==> src/rtl/mem_stage.sv <==
// Memory stage: issues load/store on a req/gnt/rvalid bus, aligns and extends load data, registers MEM/WB.
// Latency: non-memory ops 1 cycle; memory ops at least 2 cycles (gnt with req, rvalid next cycle).
// Backpressure: busy_o holds upstream stable from request until rvalid (or timeout); MEM/WB gets bubbles meanwhile.
//
// Ports:
//   clk_i, rstn_i                 clock, async active-low reset
//   stallM_i                      incoming slot is a bubble
//   pcM_i, instrM_i, operationM_i instruction context from EX/MEM
//   rdM_port_i                    destination {addr, valid, data} from execute
//   memM_wrt_ena_i, memM_addr_i, memM_sdata_i   store enable, effective address, store data
//   dmem_*                        data memory bus (req/we/be/addr/wdata out, gnt/rvalid/rdata in)
//   busy_o                        stall request to fetch/decode/execute
//   pcM_o, instrM_o, operationM_o, rdM_port_o   MEM/WB register
//   misaligned_o                  one-cycle pulse alongside a dropped misaligned access
//   bus_timeout_o                 sticky bus timeout flag

package riscv_pkg;
  parameter int XLEN = 32;

  typedef enum logic [5:0] {
    UNKNOWN = 6'd0,
    LUI, AUIPC, JAL, JALR,
    BEQ, BNE, BLT, BGE, BLTU, BGEU,
    LB, LH, LW, LBU, LHU,
    SB, SH, SW,
    ADDI, SLTI, SLTIU, XORI, ORI, ANDI, SLLI, SRLI, SRAI,
    ADD, SUB, SLL, SLT, SLTU, XOR, OR, AND, SRL, SRA
  } operation_e;

  typedef struct packed {
    logic [4:0]      addr;
    logic            valid;
    logic [XLEN-1:0] data;
  } rd_port_t;
endpackage

module mem_stage
  import riscv_pkg::*;
#(
  parameter int MAX_WAIT = 255
) (
  input  logic             clk_i,
  input  logic             rstn_i,
  input  logic             stallM_i,
  input  logic [XLEN-1:0]  pcM_i,
  input  logic [XLEN-1:0]  instrM_i,
  input  operation_e       operationM_i,
  input  rd_port_t         rdM_port_i,
  input  logic             memM_wrt_ena_i,
  input  logic [XLEN-1:0]  memM_addr_i,
  input  logic [XLEN-1:0]  memM_sdata_i,
  output logic             dmem_req_o,
  output logic             dmem_we_o,
  output logic [3:0]       dmem_be_o,
  output logic [XLEN-1:0]  dmem_addr_o,
  output logic [XLEN-1:0]  dmem_wdata_o,
  input  logic             dmem_gnt_i,
  input  logic             dmem_rvalid_i,
  input  logic [XLEN-1:0]  dmem_rdata_i,
  output logic             busy_o,
  output logic [XLEN-1:0]  pcM_o,
  output logic [XLEN-1:0]  instrM_o,
  output operation_e       operationM_o,
  output rd_port_t         rdM_port_o,
  output logic             misaligned_o,
  output logic             bus_timeout_o
);

  typedef enum logic [1:0] {IDLE, REQ, WAIT} state_e;

  localparam int CW = $clog2(MAX_WAIT + 1);

  state_e          state_q, state_d;
  logic [CW-1:0]   wait_cnt_q;

  logic            is_load, is_store;
  logic            size_b, size_h, size_w, sign_ext;
  logic            mem_op, misaligned, start;
  logic [1:0]      boff;
  logic [3:0]      be_raw;
  logic [XLEN-1:0] wdata_raw;
  logic [XLEN-1:0] rshift;
  logic [XLEN-1:0] load_data;

  logic            req, busy, complete, timeout_hit;
  logic            wb_valid;
  logic [XLEN-1:0] wb_data;

  // ---------------------------------------------------------------- decode
  always_comb begin
    is_load  = 1'b0;
    is_store = 1'b0;
    size_b   = 1'b0;
    size_h   = 1'b0;
    size_w   = 1'b0;
    sign_ext = 1'b0;
    case (operationM_i)
      LB:      begin is_load = 1'b1; size_b = 1'b1; sign_ext = 1'b1; end
      LH:      begin is_load = 1'b1; size_h = 1'b1; sign_ext = 1'b1; end
      LW:      begin is_load = 1'b1; size_w = 1'b1; end
      LBU:     begin is_load = 1'b1; size_b = 1'b1; end
      LHU:     begin is_load = 1'b1; size_h = 1'b1; end
      SB:      begin is_store = memM_wrt_ena_i; size_b = 1'b1; end
      SH:      begin is_store = memM_wrt_ena_i; size_h = 1'b1; end
      SW:      begin is_store = memM_wrt_ena_i; size_w = 1'b1; end
      default: ;
    endcase
  end

  assign boff       = memM_addr_i[1:0];
  assign mem_op     = (is_load | is_store) & ~stallM_i;
  assign misaligned = mem_op & ((size_h & boff[0]) | (size_w & (|boff)));
  assign start      = mem_op & ~misaligned;

  // ---------------------------------------------------------------- bus lanes
  always_comb begin
    if (size_w)      be_raw = 4'b1111;
    else if (size_h) be_raw = 4'b0011 << boff;
    else             be_raw = 4'b0001 << boff;
  end

  // Lane replication lets the memory pick the written bytes using be alone.
  always_comb begin
    if (size_w)      wdata_raw = memM_sdata_i;
    else if (size_h) wdata_raw = {2{memM_sdata_i[15:0]}};
    else             wdata_raw = {4{memM_sdata_i[7:0]}};
  end

  assign rshift = dmem_rdata_i >> {boff, 3'b000};

  always_comb begin
    if (size_w)
      load_data = rshift;
    else if (size_h)
      load_data = {{(XLEN-16){sign_ext & rshift[15]}}, rshift[15:0]};
    else
      load_data = {{(XLEN-8){sign_ext & rshift[7]}}, rshift[7:0]};
  end

  // ---------------------------------------------------------------- FSM
  always_ff @(posedge clk_i or negedge rstn_i) begin
    if (!rstn_i) begin
      state_q    <= IDLE;
      wait_cnt_q <= '0;
    end else begin
      state_q <= state_d;
      if (state_q == IDLE) wait_cnt_q <= '0;
      else                 wait_cnt_q <= wait_cnt_q + CW'(1);
    end
  end

  // Timeout wins over a late gnt in REQ; a real rvalid in WAIT wins over timeout.
  // An rvalid arriving while still in REQ is not a response to this request.
  always_comb begin
    state_d     = state_q;
    req         = 1'b0;
    busy        = 1'b0;
    complete    = 1'b0;
    timeout_hit = 1'b0;
    case (state_q)
      IDLE: begin
        if (start) begin
          req     = 1'b1;
          busy    = 1'b1;
          state_d = dmem_gnt_i ? WAIT : REQ;
        end
      end
      REQ: begin
        if (wait_cnt_q == CW'(MAX_WAIT - 1)) begin
          timeout_hit = 1'b1;
          state_d     = IDLE;
        end else begin
          req  = 1'b1;
          busy = 1'b1;
          if (dmem_gnt_i) state_d = WAIT;
        end
      end
      WAIT: begin
        if (dmem_rvalid_i) begin
          complete = 1'b1;
          state_d  = IDLE;
        end else if (wait_cnt_q == CW'(MAX_WAIT - 1)) begin
          timeout_hit = 1'b1;
          state_d     = IDLE;
        end else begin
          busy = 1'b1;
        end
      end
      default: state_d = IDLE;
    endcase
  end

  // Combinational outputs are forced low during reset so nothing leaks onto the bus.
  assign dmem_req_o   = req & rstn_i;
  assign busy_o       = busy & rstn_i;
  assign dmem_we_o    = dmem_req_o & is_store;
  assign dmem_be_o    = dmem_req_o ? be_raw : 4'b0000;
  assign dmem_addr_o  = dmem_req_o ? {memM_addr_i[XLEN-1:2], 2'b00} : '0;
  assign dmem_wdata_o = (dmem_req_o & is_store) ? wdata_raw : '0;

  // ---------------------------------------------------------------- MEM/WB
  // Pass-through in IDLE without a started op; load result or store completion
  // on rvalid; otherwise (request in flight or timeout) a bubble.
  always_comb begin
    wb_valid = 1'b0;
    wb_data  = rdM_port_i.data;
    if ((state_q == IDLE) && !start) begin
      wb_valid = rdM_port_i.valid & ~stallM_i & ~misaligned;
    end else if (complete) begin
      wb_valid = rdM_port_i.valid & is_load;
      if (is_load) wb_data = load_data;
    end
  end

  always_ff @(posedge clk_i or negedge rstn_i) begin
    if (!rstn_i) begin
      pcM_o         <= '0;
      instrM_o      <= '0;
      operationM_o  <= UNKNOWN;
      rdM_port_o    <= '0;
      misaligned_o  <= 1'b0;
      bus_timeout_o <= 1'b0;
    end else begin
      pcM_o            <= pcM_i;
      instrM_o         <= instrM_i;
      operationM_o     <= operationM_i;
      rdM_port_o.addr  <= rdM_port_i.addr;
      rdM_port_o.valid <= wb_valid;
      rdM_port_o.data  <= wb_data;
      misaligned_o     <= (state_q == IDLE) & misaligned;
      if (timeout_hit) bus_timeout_o <= 1'b1;
    end
  end

endmodule

==> config.mk <==
export PLATFORM = sky130hd
export DESIGN_NAME = mem_stage
export DESIGN_NICKNAME = d
export VERILOG_FILES = /design/src/rtl/mem_stage.sv
export SDC_FILE = /design/constraint.sdc
export NUM_CORES = 1
export LEC_CHECK = 0
export BUFFER_PORTS_ARGS = -buffer_cell sky130_fd_sc_hd__buf_2
export CORE_AREA = 5 5 148 150
export CTS_CLUSTER_DIAMETER = 80
export DETAILED_ROUTE_END_ITERATION = 10
export DIE_AREA = 0 0 153 155
export REMOVE_ABC_BUFFERS = 1
export SLEW_MARGIN = 20
export SYNTH_ARGS = -nofsm -noshare
export SYNTH_HDL_FRONTEND = slang
export SYNTH_SLANG_ARGS = --single-unit
==> constraint.sdc <==
create_clock -name clk_i -period 3.5 [get_ports clk_i]
set_input_delay 0.525 -clock clk_i [delete_from_list [all_inputs] [get_ports clk_i]]
set_output_delay 0.525 -clock clk_i [all_outputs]
set_load 0.02 [all_outputs]
==> results.md, run 1 <==
- Switching Share: 0.3079
- Top cell type by total area after synthesis: dfrtp_1
- CTS clk-pin slew, worst paths: 60 ps
- Setup TNS: 0 ps
- Clock Skews: 14.76 ps
- Pre-CTS setup slack: 341.6 ps
- Post-synth top area share: 0.5360
- Final setup violation count: 0
- Post-route cell area: 8424 sq um
- Drt first pass iters: 4
- Final Worst Setup Slack: 198.0 ps
- Ys Warns: 0
- Worst-Skew Late Latency: 420 ps
- CTS tree: yes
- Initial Util: 0.2726
- Vias in the first global route: 5477
- DIE HEIGHT: 155 um
- First DRT Iteration DRCs: 158
- Utilization after layout: 0.4098
- Clock power frac: 0.435
- All-layer global routing usage: 0.1654
- Worst endpoint data arrival time: 2780 ps
- Cell internal pwr: 0.002798 W
- Post-detail-place hpwl: 16770 um
- Clock Sinks: 120
- Hold WC Path Type: in2reg
- Final Slew Violations: 0
- I/O pins: 391
- CP startpoint kind: flop
- PortBufs: 388
- Fraction of layout cells with a size suffix above 1: 0.5225
- H-tree levels: 4
- Routed WL: 20610 um
- Post-Syn Instances: 487
- Seq pwr share: 0.375
- Pleak: 4.469 nW
- Post-Syn Area per Cell: 11.50 sq um
- Antenna violations before repair: 4
- Core box area: 20560 sq um
- Sequential element share of the synthesized area: 0.5360
- Synth Flop Type: dfrtp_1
- Area Growth Syn to Fin: 50.36%
- Max VDD drop: 288.8 uV
- Post-CTS sizing: 0
- Vias/cell: 4.592
- # rows: 53
- Root Driver: clkbuf_16
- Largest net degree at the start of global routing: 73
- Cell area power density: 479.8 nW/um^2
- Cell Area, Synth: 5603 sq um
- EDFF count, synth: 0
- Slew HR: 0.3185
- Critical path class: reg2out
- First-pass GRT wire length: 30760 um
- Max Freq: 302.8 MHz
- Die area: 23720 sq um
- Switching power total: 0.001244 W
- Worst-Margin Slew: 1022 ps
- Max Buffers Root-to-Sink: 2
- Distinct cell type count after synthesis: 67
- Critical Path Fanout Max: 25
- Via Count: 5364
- Post-route ant nets: 0
- Status: finished clean
- DRC Markers: 0
- GP Congestion: 0.8738
- Crit end category: output pin
- Period minus WS final: 3302 ps
- Comb pwr share: 0.190
- CTS Buf Count: 17
- CP Data Required Time: 2970 ps
- Number of buffers inserted by hold repair at cts: 1
- Die span in x: 153 um
- Post-DP Area: 7804 sq um
- Grt ovf: 0
- Asr flop ratio synth: 1.000
- Post CTS Setup Buffer Count: 0
- RSZ-0062 raised after global routing: no
- FF+latch count, synth: 120
- Wirelength per Cell: 17.64 um
- Max_cap viols: 0
- Largest cells by area after synthesis: dfrtp_1 (54%), mux2i_1 (4.3%), and2_1 (3.5%)
- Final hold vios: 0
- Final Cycle Share: 0.9434
- Nets: 1093
layout make-up:
type                            count  area, sq um
Fill cell                        2050        12130
Sequential cell                   120         3003
Multi-Input combinational cell    328         2369
Timing Repair Buffer              403         2072
Clock buffer                       17        425.4
Tap cell                          275        344.1
Clock inverter                     15        177.7
Inverter                            7        26.28
Antenna cell                        3        7.507
layout by cell type (no fill, tap or decap), types with 3 or more instances in the layout:
master	n
a211o_1	10
a211oi_1	15
a21oi_1	26
a22o_1	9
a2bb2oi_1	9
and2_1	31
and3_1	10
and3b_1	3
buf_2	387
buf_4	14
clkbuf_16	17
dfrtp_1	120
diode_2	3
ha_1	6
inv_1	6
inv_6	5
inv_8	5
mux2_2	5
mux2_4	10
mux2i_1	24
nand2_1	31
nand3_1	4
nor2_1	28
nor2b_1	14
nor3_1	18
o2111ai_1	7
o21ai_0	12
o21bai_1	3
or2_2	3
xor2_1	5
logic make-up (layout without fill, tap and decap cells):
logic type | after synthesis | count (layout) | synth area share
other | 1 | 5 | 0.0006693
and+or+nand+nor | 161 | 161 | 0.1606
muxes | 42 | 42 | 0.08776
AOI/OAI and AO/OA | 110 | 110 | 0.1487
buffers and inverters | 40 | 442 | 0.04198
DFF | 120 | 120 | 0.5360
xor gates and xnor gates | 7 | 7 | 0.01094
adders and majority gates | 6 | 6 | 0.01340
cells in the mapped netlist, types with 3 or more instances:
| cell type | instances |
|---|---|
| o2111ai_1 | 7 |
| o21bai_1 | 3 |
| a211o_1 | 10 |
| mux2_4 | 10 |
| ha_1 | 6 |
| a21oi_1 | 26 |
| nand2_1 | 31 |
| and3b_1 | 3 |
| and2_1 | 31 |
| nor2b_1 | 14 |
| dfrtp_1 | 120 |
| o21ai_0 | 12 |
| buf_6 | 4 |
| inv_1 | 6 |
| mux2_2 | 5 |
| buf_4 | 8 |
| mux2i_1 | 24 |
| clkbuf_1 | 9 |
| and3_1 | 10 |
| xor2_1 | 5 |
| nor2_1 | 28 |
| a211oi_1 | 15 |
| or2_2 | 3 |
| buf_2 | 7 |
| nor3_1 | 18 |
| buf_1 | 4 |
| a22o_1 | 9 |
| a2bb2oi_1 | 9 |
| nand3_1 | 4 |
final timing paths:
kind	to	start	cells after the start	slack [ps]
min in group asynchronous	operationM_o[5]	rstn_i	2	520
max in group asynchronous	instrM_o[22]	rstn_i	4	1350
hold / removal	rdM_port_o[37]	rdM_port_i[37]	1	210
setup reg to reg	rdM_port_o[1]	state_q[0]	8	1000
hold reg to reg	bus_timeout_o	bus_timeout_o	1	490
setup / recovery	dmem_wdata_o[26]	state_q[0]	8	200
critical path, stage by stage (launching register included):
cell	delay [ps]
dfrtp_1	400
inv_1	140
ha_1	190
nor2b_1	220
nand2_1	90
a2111oi_2	390
o21ai_2	380
a211oi_1	330
buf_2	220
state kept, by name, summed over array words and instances (netlist names):
signal	cells
wait_cnt_q	8
operationM_o	6
state_q	2
bus_timeout_o	1
instrM_o	32
pcM_o	32
misaligned_o	1
rdM_port_o	38
through the flow:
step / power (W) / std cells / hold slack, ps
finish: 0.004042 / 1168 / 214.4
global route: 0.004236 / 1168 / 192.3
CTS: 0.004113 / 1165 / 193.4
detailed placement: 0.002318 / 1132 / 335.7
global placement: 0.002311 / 1132 / 336.1
floorplan: 0.001930 / 455 / 229.4
routing by layer:
| metal | vias to the layer above | GRT usage | share of wire |
|---|---|---|---|
| met4 | 2 | 0.07000 | 0.029 |
| met5 | - | 0 | 0.00063 |
| li1 | 2520 | - | - |
| met1 | 2491 | 0.1841 | 0.37 |
| met2 | 315 | 0.2934 | 0.52 |
| met3 | 36 | 0.05174 | 0.084 |
power groups by stage:
| stage | clock network [W] | registers [W] | logic, W |
|---|---|---|---|
| after floorplan | 0 | 0.00163 | 0.000299 |
| after global routing | 0.00187 | 0.00153 | 0.000839 |
| after global placement | 0 | 0.00154 | 0.000770 |
| after detailed placement | 0 | 0.00154 | 0.000775 |
| final | 0.00176 | 0.00152 | 0.000769 |
| after CTS | 0.00182 | 0.00152 | 0.000780 |
Power figures use the tool's default switching activity.
==> run 2, diff against run 1 <==
==> constraint.sdc (replaced) <==
create_clock -name clk_i -period 3.9 [get_ports clk_i]
set_input_delay 0.585 -clock clk_i [delete_from_list [all_inputs] [get_ports clk_i]]
set_output_delay 0.585 -clock clk_i [all_outputs]
set_load 0.02 [all_outputs]
==> run 2 against run 1 <==
  * Non-clock buffer count fell by 1
  * Cell count fell by 0.17%
  * Largest cell class unchanged
  * Global-route usage rose by 0.25 points
  * Clock skew fell by 2.4 ps
  * Hold slack improved by 62 ps
  * Die area did not move
  * Largest power group unchanged
  * Design area fell by 0.30%
  * Setup slack improved by 350 ps
  * First-iteration DRC count rose by 72%
  * Combinational power fell by 11%
  * Critical endpoint is now dmem_wdata_o[29]
  * Via count fell by 0.26%
  * Critical path depth fell by 1
==> results.md, run 2 (synthesis results as in run 1) <==
- H-tree levels: 4 (unchanged)
- Comb pwr share: 0.188 (was 0.190)
- Nets: 1092 (was 1093)
- I/O pins: 391 (unchanged)
- Vias in the first global route: 5412 (was 5477)
- Seq pwr share: 0.374 (was 0.375)
- Core box area: 20560 sq um (unchanged)
- Worst endpoint data arrival time: 2770 ps (was 2780 ps)
- Max Buffers Root-to-Sink: 2 (unchanged)
- Final hold vios: 0 (unchanged)
- Cell internal pwr: 0.002508 W (was 0.002798 W)
- Area Growth Syn to Fin: 49.91% (was 50.36%)
- Hold Path Sink: instrM_o[8] (was rdM_port_o[37])
- FF-to-FF path depth: 8 (unchanged)
- # rows: 53 (unchanged)
- Max_cap viols: 0 (unchanged)
- All-layer global routing usage: 0.1680 (was 0.1654)
- CTS Buf Count: 17 (unchanged)
- Pleak: 4.461 nW (was 4.469 nW)
- Hold path cells: 1 (unchanged)
- Switching Share: 0.3093 (was 0.3079)
- Reg-to-Reg End: rdM_port_o[0] (was rdM_port_o[1])
- Fraction of layout cells with a size suffix above 1: 0.5219 (was 0.5225)
- Most frequent cells in the layout: buf_2 (387), dfrtp_1 (120), nand2_1 (31), and2_1 (31), nor2_1 (28) (unchanged)
- Placed Instances: 1131 (was 1132)
- Post-route ant nets: 0 (unchanged)
- Final Cycle Share: 0.8592
- First DRT Iteration DRCs: 272 (was 158)
- First-pass GRT wire length: 30870 um (was 30760 um)
- Die area: 23720 sq um (unchanged)
- Setup TNS: 0 ps (unchanged)
- Slew HR: 0.3302 (was 0.3185)
- Met3 wire length: 1622 um (was 1725 um)
- Grt ovf: 0 (unchanged)
- Root Driver: clkbuf_16 (unchanged)
- Final Slew Violations: 0 (unchanged)
- Clock power frac: 0.437 (was 0.435)
- Routed WL: 20610 um (about the same)
- M1 wire length: 7893 um (was 7633 um)
- CP Data Required Time: 3310 ps (was 2970 ps)
- Critical hold path startpoint: instrM_i[8] (was rdM_port_i[37])
- Critical Path Fanout Max: 25 (unchanged)
- Post-CTS sizing: 0 (unchanged)
- Clock Skews: 12.33 ps (was 14.76 ps)
- DIE HEIGHT: 155 um (unchanged)
- Fillers: 2027 (was 2050)
- Max Freq: 298.4 MHz
- Vias/cell: 4.588 (was 4.592)
- Max reg flops: 38 (unchanged)
- DRC Markers: 0 (unchanged)
- RSZ-0062 raised after global routing: no (unchanged)
- Top reg by flops: rdM_port_o (unchanged)
- PortBufs: 388 (unchanged)
- Status: finished clean (unchanged)
- CP startpoint kind: input pin (was flop)
- Via Count: 5350 (was 5364)
- GP Congestion: 0.8923 (was 0.8738)
- R2R Path Start: state_q[0] (unchanged)
- Most common library cell in the layout ignoring fill and taps: buf_2 (unchanged)
- Largest net degree at the start of global routing: 64 (was 73)
- Met2 wire length: 10710 um (was 10630 um)
- Period minus WS final: 3351 ps
- Cell area power density: 432.3 nW/um^2 (was 479.8 nW/um^2)
- Non-filler instance count after layout: 1166 (was 1168)
- Uppermost layer routed: met4 (was met5)
- Wirelength per Cell: 17.68 um (was 17.64 um)
- CTS clk-pin slew, worst paths: 60 ps (about the same)
- Max VDD drop: 244.9 uV (was 288.8 uV)
- Clock Sinks: 120 (unchanged)
- Hold WC Path Type: in2reg (unchanged)
- Largest registers in the final layout: rdM_port_o x38, instrM_o x32, pcM_o x32 (unchanged)
- Drt first pass iters: 4 (unchanged)
- Crit end category: output pin (unchanged)
- Switching power total: 0.001123 W (was 0.001244 W)
- Worst reg2reg setup slack: 1400 ps (was 1000 ps)
- Critical path class: in2out (was reg2out)
- CTS tree: yes (unchanged)
- Post CTS Setup Buffer Count: 0 (unchanged)
- Die span in x: 153 um (unchanged)
- Antenna violations before repair: 2 (was 4)
- Worst-Margin Slew: 1005 ps (was 1022 ps)
- Worst-Skew Late Latency: 420 ps (about the same)
- Initial Util: 0.2726 (unchanged)
- Post-detail-place hpwl: 16530 um (was 16770 um)
- Final setup violation count: 0 (unchanged)
run 2: changes by cell type in the layout (fill, tap and decap cells not counted):
cell      delta
buf_12       -1
clkinv_8     -1
diode_2      -1
inv_6        -1
inv_8        +2
run 2: through the flow:
stage | total power [W] | utilization | hold slack (ps) | instance area, sq um | setup slack (ps)
global placement | 0.002066 | 0.3786 | 391.2 | 7784 | 569.3
CTS | 0.003699 | 0.4083 | 247.4 | 8394 | 546.9
global route | 0.003819 | 0.4086 | 249.4 | 8399 | 375.7
finish | 0.003631 | 0.4086 | 276.2 | 8399 | 549.3
detailed placement | 0.002072 | 0.3786 | 393.7 | 7784 | 574.5
floorplan | 0.001732 | - | 289.4 | 5398 | 627.0
run 2: final cells by class:
class	instances	area, sq um	area share
antenna	2	5.005	0.0005959
clock buffer	17	425.4	0.05065
inverter	7	26.28	0.003128
tap	275	344.1	0.04097
sequential	120	3003	0.3575
clock inverter	15	175.2	0.02086
multi-input combinational	328	2369	0.2820
timing repair buffer	402	2052	0.2443
run 2: repair_timing:
item	CTS	global route
hold buffers	1	0
hold endpoints to repair	1	0
setup endpoints to repair	0	0
run 2: routing by layer:
layer / vias up / track usage
met4: 0 / 0.05982
met1: 2538 / 0.1949
met2: 271 / 0.2944
met5: - / 0
met3: 21 / 0.05202
li1: 2520 / -
run 2: worst max-delay path by stage:
stage / from / endpoint / slack, ps / depth (start not counted)
6_report: operationM_i[5] / dmem_wdata_o[29] / 550 / 7
5_1_grt: state_q[0] / dmem_wdata_o[24] / 380 / 8
4_1_cts: operationM_i[5] / dmem_wdata_o[29] / 550 / 7
3_5_place_dp: operationM_i[5] / dmem_wdata_o[29] / 570 / 7
3_3_place_gp: operationM_i[1] / dmem_wdata_o[11] / 570 / 7
2_1_floorplan: operationM_i[5] / dmem_be_o[1] / 630 / 5
run 2: critical path: stages:
cell	delay [ps]
buf_2	190
nor4b_4	410
a32oi_2	200
a2111oi_2	440
o21ai_2	360
a211oi_1	330
buf_2	220
run 2: power by group through the flow:
stage,registers (W),logic (W),clock network (W)
final,0.00136,0.000683,0.00159
after detailed placement,0.00138,0.000688,0
after global placement,0.00138,0.000684,0
after global routing,0.00137,0.000751,0.00170
after floorplan,0.00146,0.000268,0
after CTS,0.00136,0.000692,0.00165
==> run 3, diff against run 2 <==
--- a/config.mk
+++ b/config.mk
@@ -6,10 +6,10 @@
 export NUM_CORES = 1
 export LEC_CHECK = 0
 export BUFFER_PORTS_ARGS = -buffer_cell sky130_fd_sc_hd__buf_2
-export CORE_AREA = 5 5 148 150
+export CORE_AREA = 5 5 149 151
 export CTS_CLUSTER_DIAMETER = 80
 export DETAILED_ROUTE_END_ITERATION = 10
-export DIE_AREA = 0 0 153 155
+export DIE_AREA = 0 0 154 156
 export REMOVE_ABC_BUFFERS = 1
 export SLEW_MARGIN = 20
 export SYNTH_ARGS = -nofsm -noshare
==> constraint.sdc (replaced) <==
create_clock -name clk_i -period 3.55 [get_ports clk_i]
set_input_delay 0.5325 -clock clk_i [delete_from_list [all_inputs] [get_ports clk_i]]
set_output_delay 0.5325 -clock clk_i [all_outputs]
set_load 0.02 [all_outputs]
==> run 3 against run 2 <==
  * Global-route usage grew 0.51 points
  * Sequential cell count is the same
  * Sequential share of layout area grew 0.096 points
  * Clock skew grew 14 ps
  * Sequential power grew 10%
  * Via count grew 1.1%
  * Clock power grew 4%
  * Combinational power grew 12%
  * Count of clock-buffer cells in the layout is the same
  * Core utilization shrank 0.37 points
==> results.md, run 3 (synthesis results as in run 1) <==
- DRC Markers: 0 (unchanged)
- Clock Skews: 26.10 ps (was 12.33 ps)
- Final Cycle Share: 0.9447
- CTS tree: yes (unchanged)
- Worst-Skew Late Latency: 430 ps (was 420 ps)
- Cell area power density: 466.9 nW/um^2 (was 432.3 nW/um^2)
- Max reg flops: 38 (unchanged)
- Final Slew Violations: 0 (unchanged)
- Max_cap viols: 0 (unchanged)
- Drt first pass iters: 4 (unchanged)
- Slowest stage delay, CP: 410 ps (was 440 ps)
- Post CTS Setup Buffer Count: 0 (unchanged)
- Largest registers in the final layout: rdM_port_o x38, instrM_o x32, pcM_o x32 (unchanged)
- Hold Slack: 212.0 ps (was 276.2 ps)
- Most frequent cells in the layout: buf_2 (387), dfrtp_1 (120), nand2_1 (31), and2_1 (31), nor2_1 (28) (unchanged)
- Post-DP Area: 7791 sq um (was 7784 sq um)
- H-tree levels: 4 (unchanged)
- First DRT Iteration DRCs: 254 (was 272)
- Post-route ant nets: 0 (unchanged)
- Routed WL: 21910 um (was 20610 um)
- Via Count: 5409 (was 5350)
- Vias/cell: 4.643 (was 4.588)
- All-layer global routing usage: 0.1731 (was 0.1680)
- Worst-Margin Slew: 1015 ps (was 1005 ps)
- Pleak: 4.450 nW (was 4.461 nW)
- Critical Path Fanout Max: 25 (unchanged)
- First-pass GRT wire length: 32050 um (was 30870 um)
- Top reg by flops: rdM_port_o (unchanged)
- GP Congestion: 0.8474 (was 0.8923)
- CTS Buf Count: 17 (unchanged)
- Die span in x: 154 um (was 153 um)
- Post-route cell area: 8377 sq um (was 8399 sq um)
- PortBufs: 388 (unchanged)
- Wirelength per Cell: 18.81 um (was 17.68 um)
- DIE HEIGHT: 156 um (was 155 um)
- Max Buffers Root-to-Sink: 2 (unchanged)
- Fraction of layout cells with a size suffix above 1: 0.5231 (was 0.5219)
- Final hold vios: 0 (unchanged)
- Largest net degree at the start of global routing: 69 (was 64)
- Placed Instances: 1132 (was 1131)
- Slew HR: 0.3233 (was 0.3302)
- I/O pins: 391 (unchanged)
- Post-detail-place hpwl: 17640 um (was 16530 um)
- RSZ-0062 raised after global routing: no (unchanged)
- Crit end category: output pin (unchanged)
- Worst endpoint data arrival time: 2820 ps (was 2770 ps)
- Antenna violations before repair: 1 (was 2)
- Most common library cell in the layout ignoring fill and taps: buf_2 (unchanged)
- Setup TNS: 0 ps (unchanged)
- Status: finished clean (unchanged)
- Die area: 24020 sq um (was 23720 sq um)
- Hold WC Path Type: in2reg (unchanged)
- Vias in the first global route: 5427 (was 5412)
- Utilization after layout: 0.4049 (was 0.4086)
- Max VDD drop: 217.4 uV (was 244.9 uV)
- Clock Sinks: 120 (unchanged)
- Post-CTS sizing: 0 (unchanged)
- Core box area: 20690 sq um (was 20560 sq um)
- Area Growth Syn to Fin: 49.51% (was 49.91%)
- Critical path class: reg2out (was in2out)
- # rows: 53 (unchanged)
- Max Freq: 298.2 MHz
- CP Data Required Time: 3020 ps (was 3310 ps)
- Number of buffers inserted by hold repair at cts: 0 (was 1)
- CP max stage cell: dfrtp_1 (was a2111oi_2)
- Worst reg2reg setup slack: 960 ps (was 1400 ps)
- CP startpoint kind: flop (was input pin)
- Nets: 1092 (unchanged)
- Root Driver: clkbuf_16 (unchanged)
- Critical path cell sequence: inv_1 > ha_1 > nor2b_1 > nand2_1 > a2111oi_2 > o21ai_2 > a211oi_1 > buf_2 (was buf_2 > nor4b_4 > a32oi_2 > a2111oi_2 > o21ai_2 > a211oi_1 > buf_2)
- Final setup violation count: 0 (unchanged)
- Non-filler instance count after layout: 1165 (was 1166)
- CTS clk-pin slew, worst paths: 60 ps (about the same)
- Initial Util: 0.2708 (was 0.2726)
- Period minus WS final: 3354 ps
- Grt ovf: 0 (unchanged)
==> run 3: final timing paths <==
kind | startpoint | end | cells after the start
worst min register to register | bus_timeout_o | bus_timeout_o | 1
max in group asynchronous | rstn_i | instrM_o[10] | 3
min in group asynchronous | rstn_i | instrM_o[29] | 2
worst max register to register | state_q[0] | rdM_port_o[32] | 8
worst max-delay path | state_q[0] | dmem_wdata_o[25] | 8
worst min-delay path | rdM_port_i[33] | rdM_port_o[33] | 1
==> run 3: metrics by stage <==
| step | power, W | setup WS (ps) |
|---|---|---|
| after floorplan | 0.001903 | 366.3 |
| final | 0.003911 | 196.3 |
| after CTS | 0.003974 | 79.39 |
| after global placement | 0.002286 | 261.9 |
| after detailed placement | 0.002289 | 229.3 |
| after global routing | 0.004104 | 4.264 |
==> run 3: critical path: cells and delay by family (launching register included) <==
kind            cells  cell delay [ps]
compound gates      3             1100
flops               1              410
buf+inv             2              360
simple gates        2              330
fa+ha+maj           1              200
==> run 3: area by class of cell <==
cell class                 instances  area, sq um
tap                              275        344.1
multi-input combinational        328         2369
sequential                       120         3003
antenna                            1        2.502
clock inverter                    15        153.9
inverter                           7        26.28
fill                            2049        12310
timing repair buffer             402         2053
clock buffer                      17        425.4
==> run 3: layer usage <==
metal  global-route usage  vias up  part of all wire
li1                     -     2523                 -
met5                    0        -                 0
met1               0.1997     2540              0.38
met2               0.3076      311              0.52
met3              0.04660       35             0.080
met4              0.06518        0             0.026
==> run 3: power breakdown <==
part / switching [W] / leakage (nW) / internal, W
clock: 0.000720 / 0.279 / 0.000934
sequential: 0.0000401 / 1.42 / 0.00146
combinational: 0.000471 / 2.75 / 0.000291
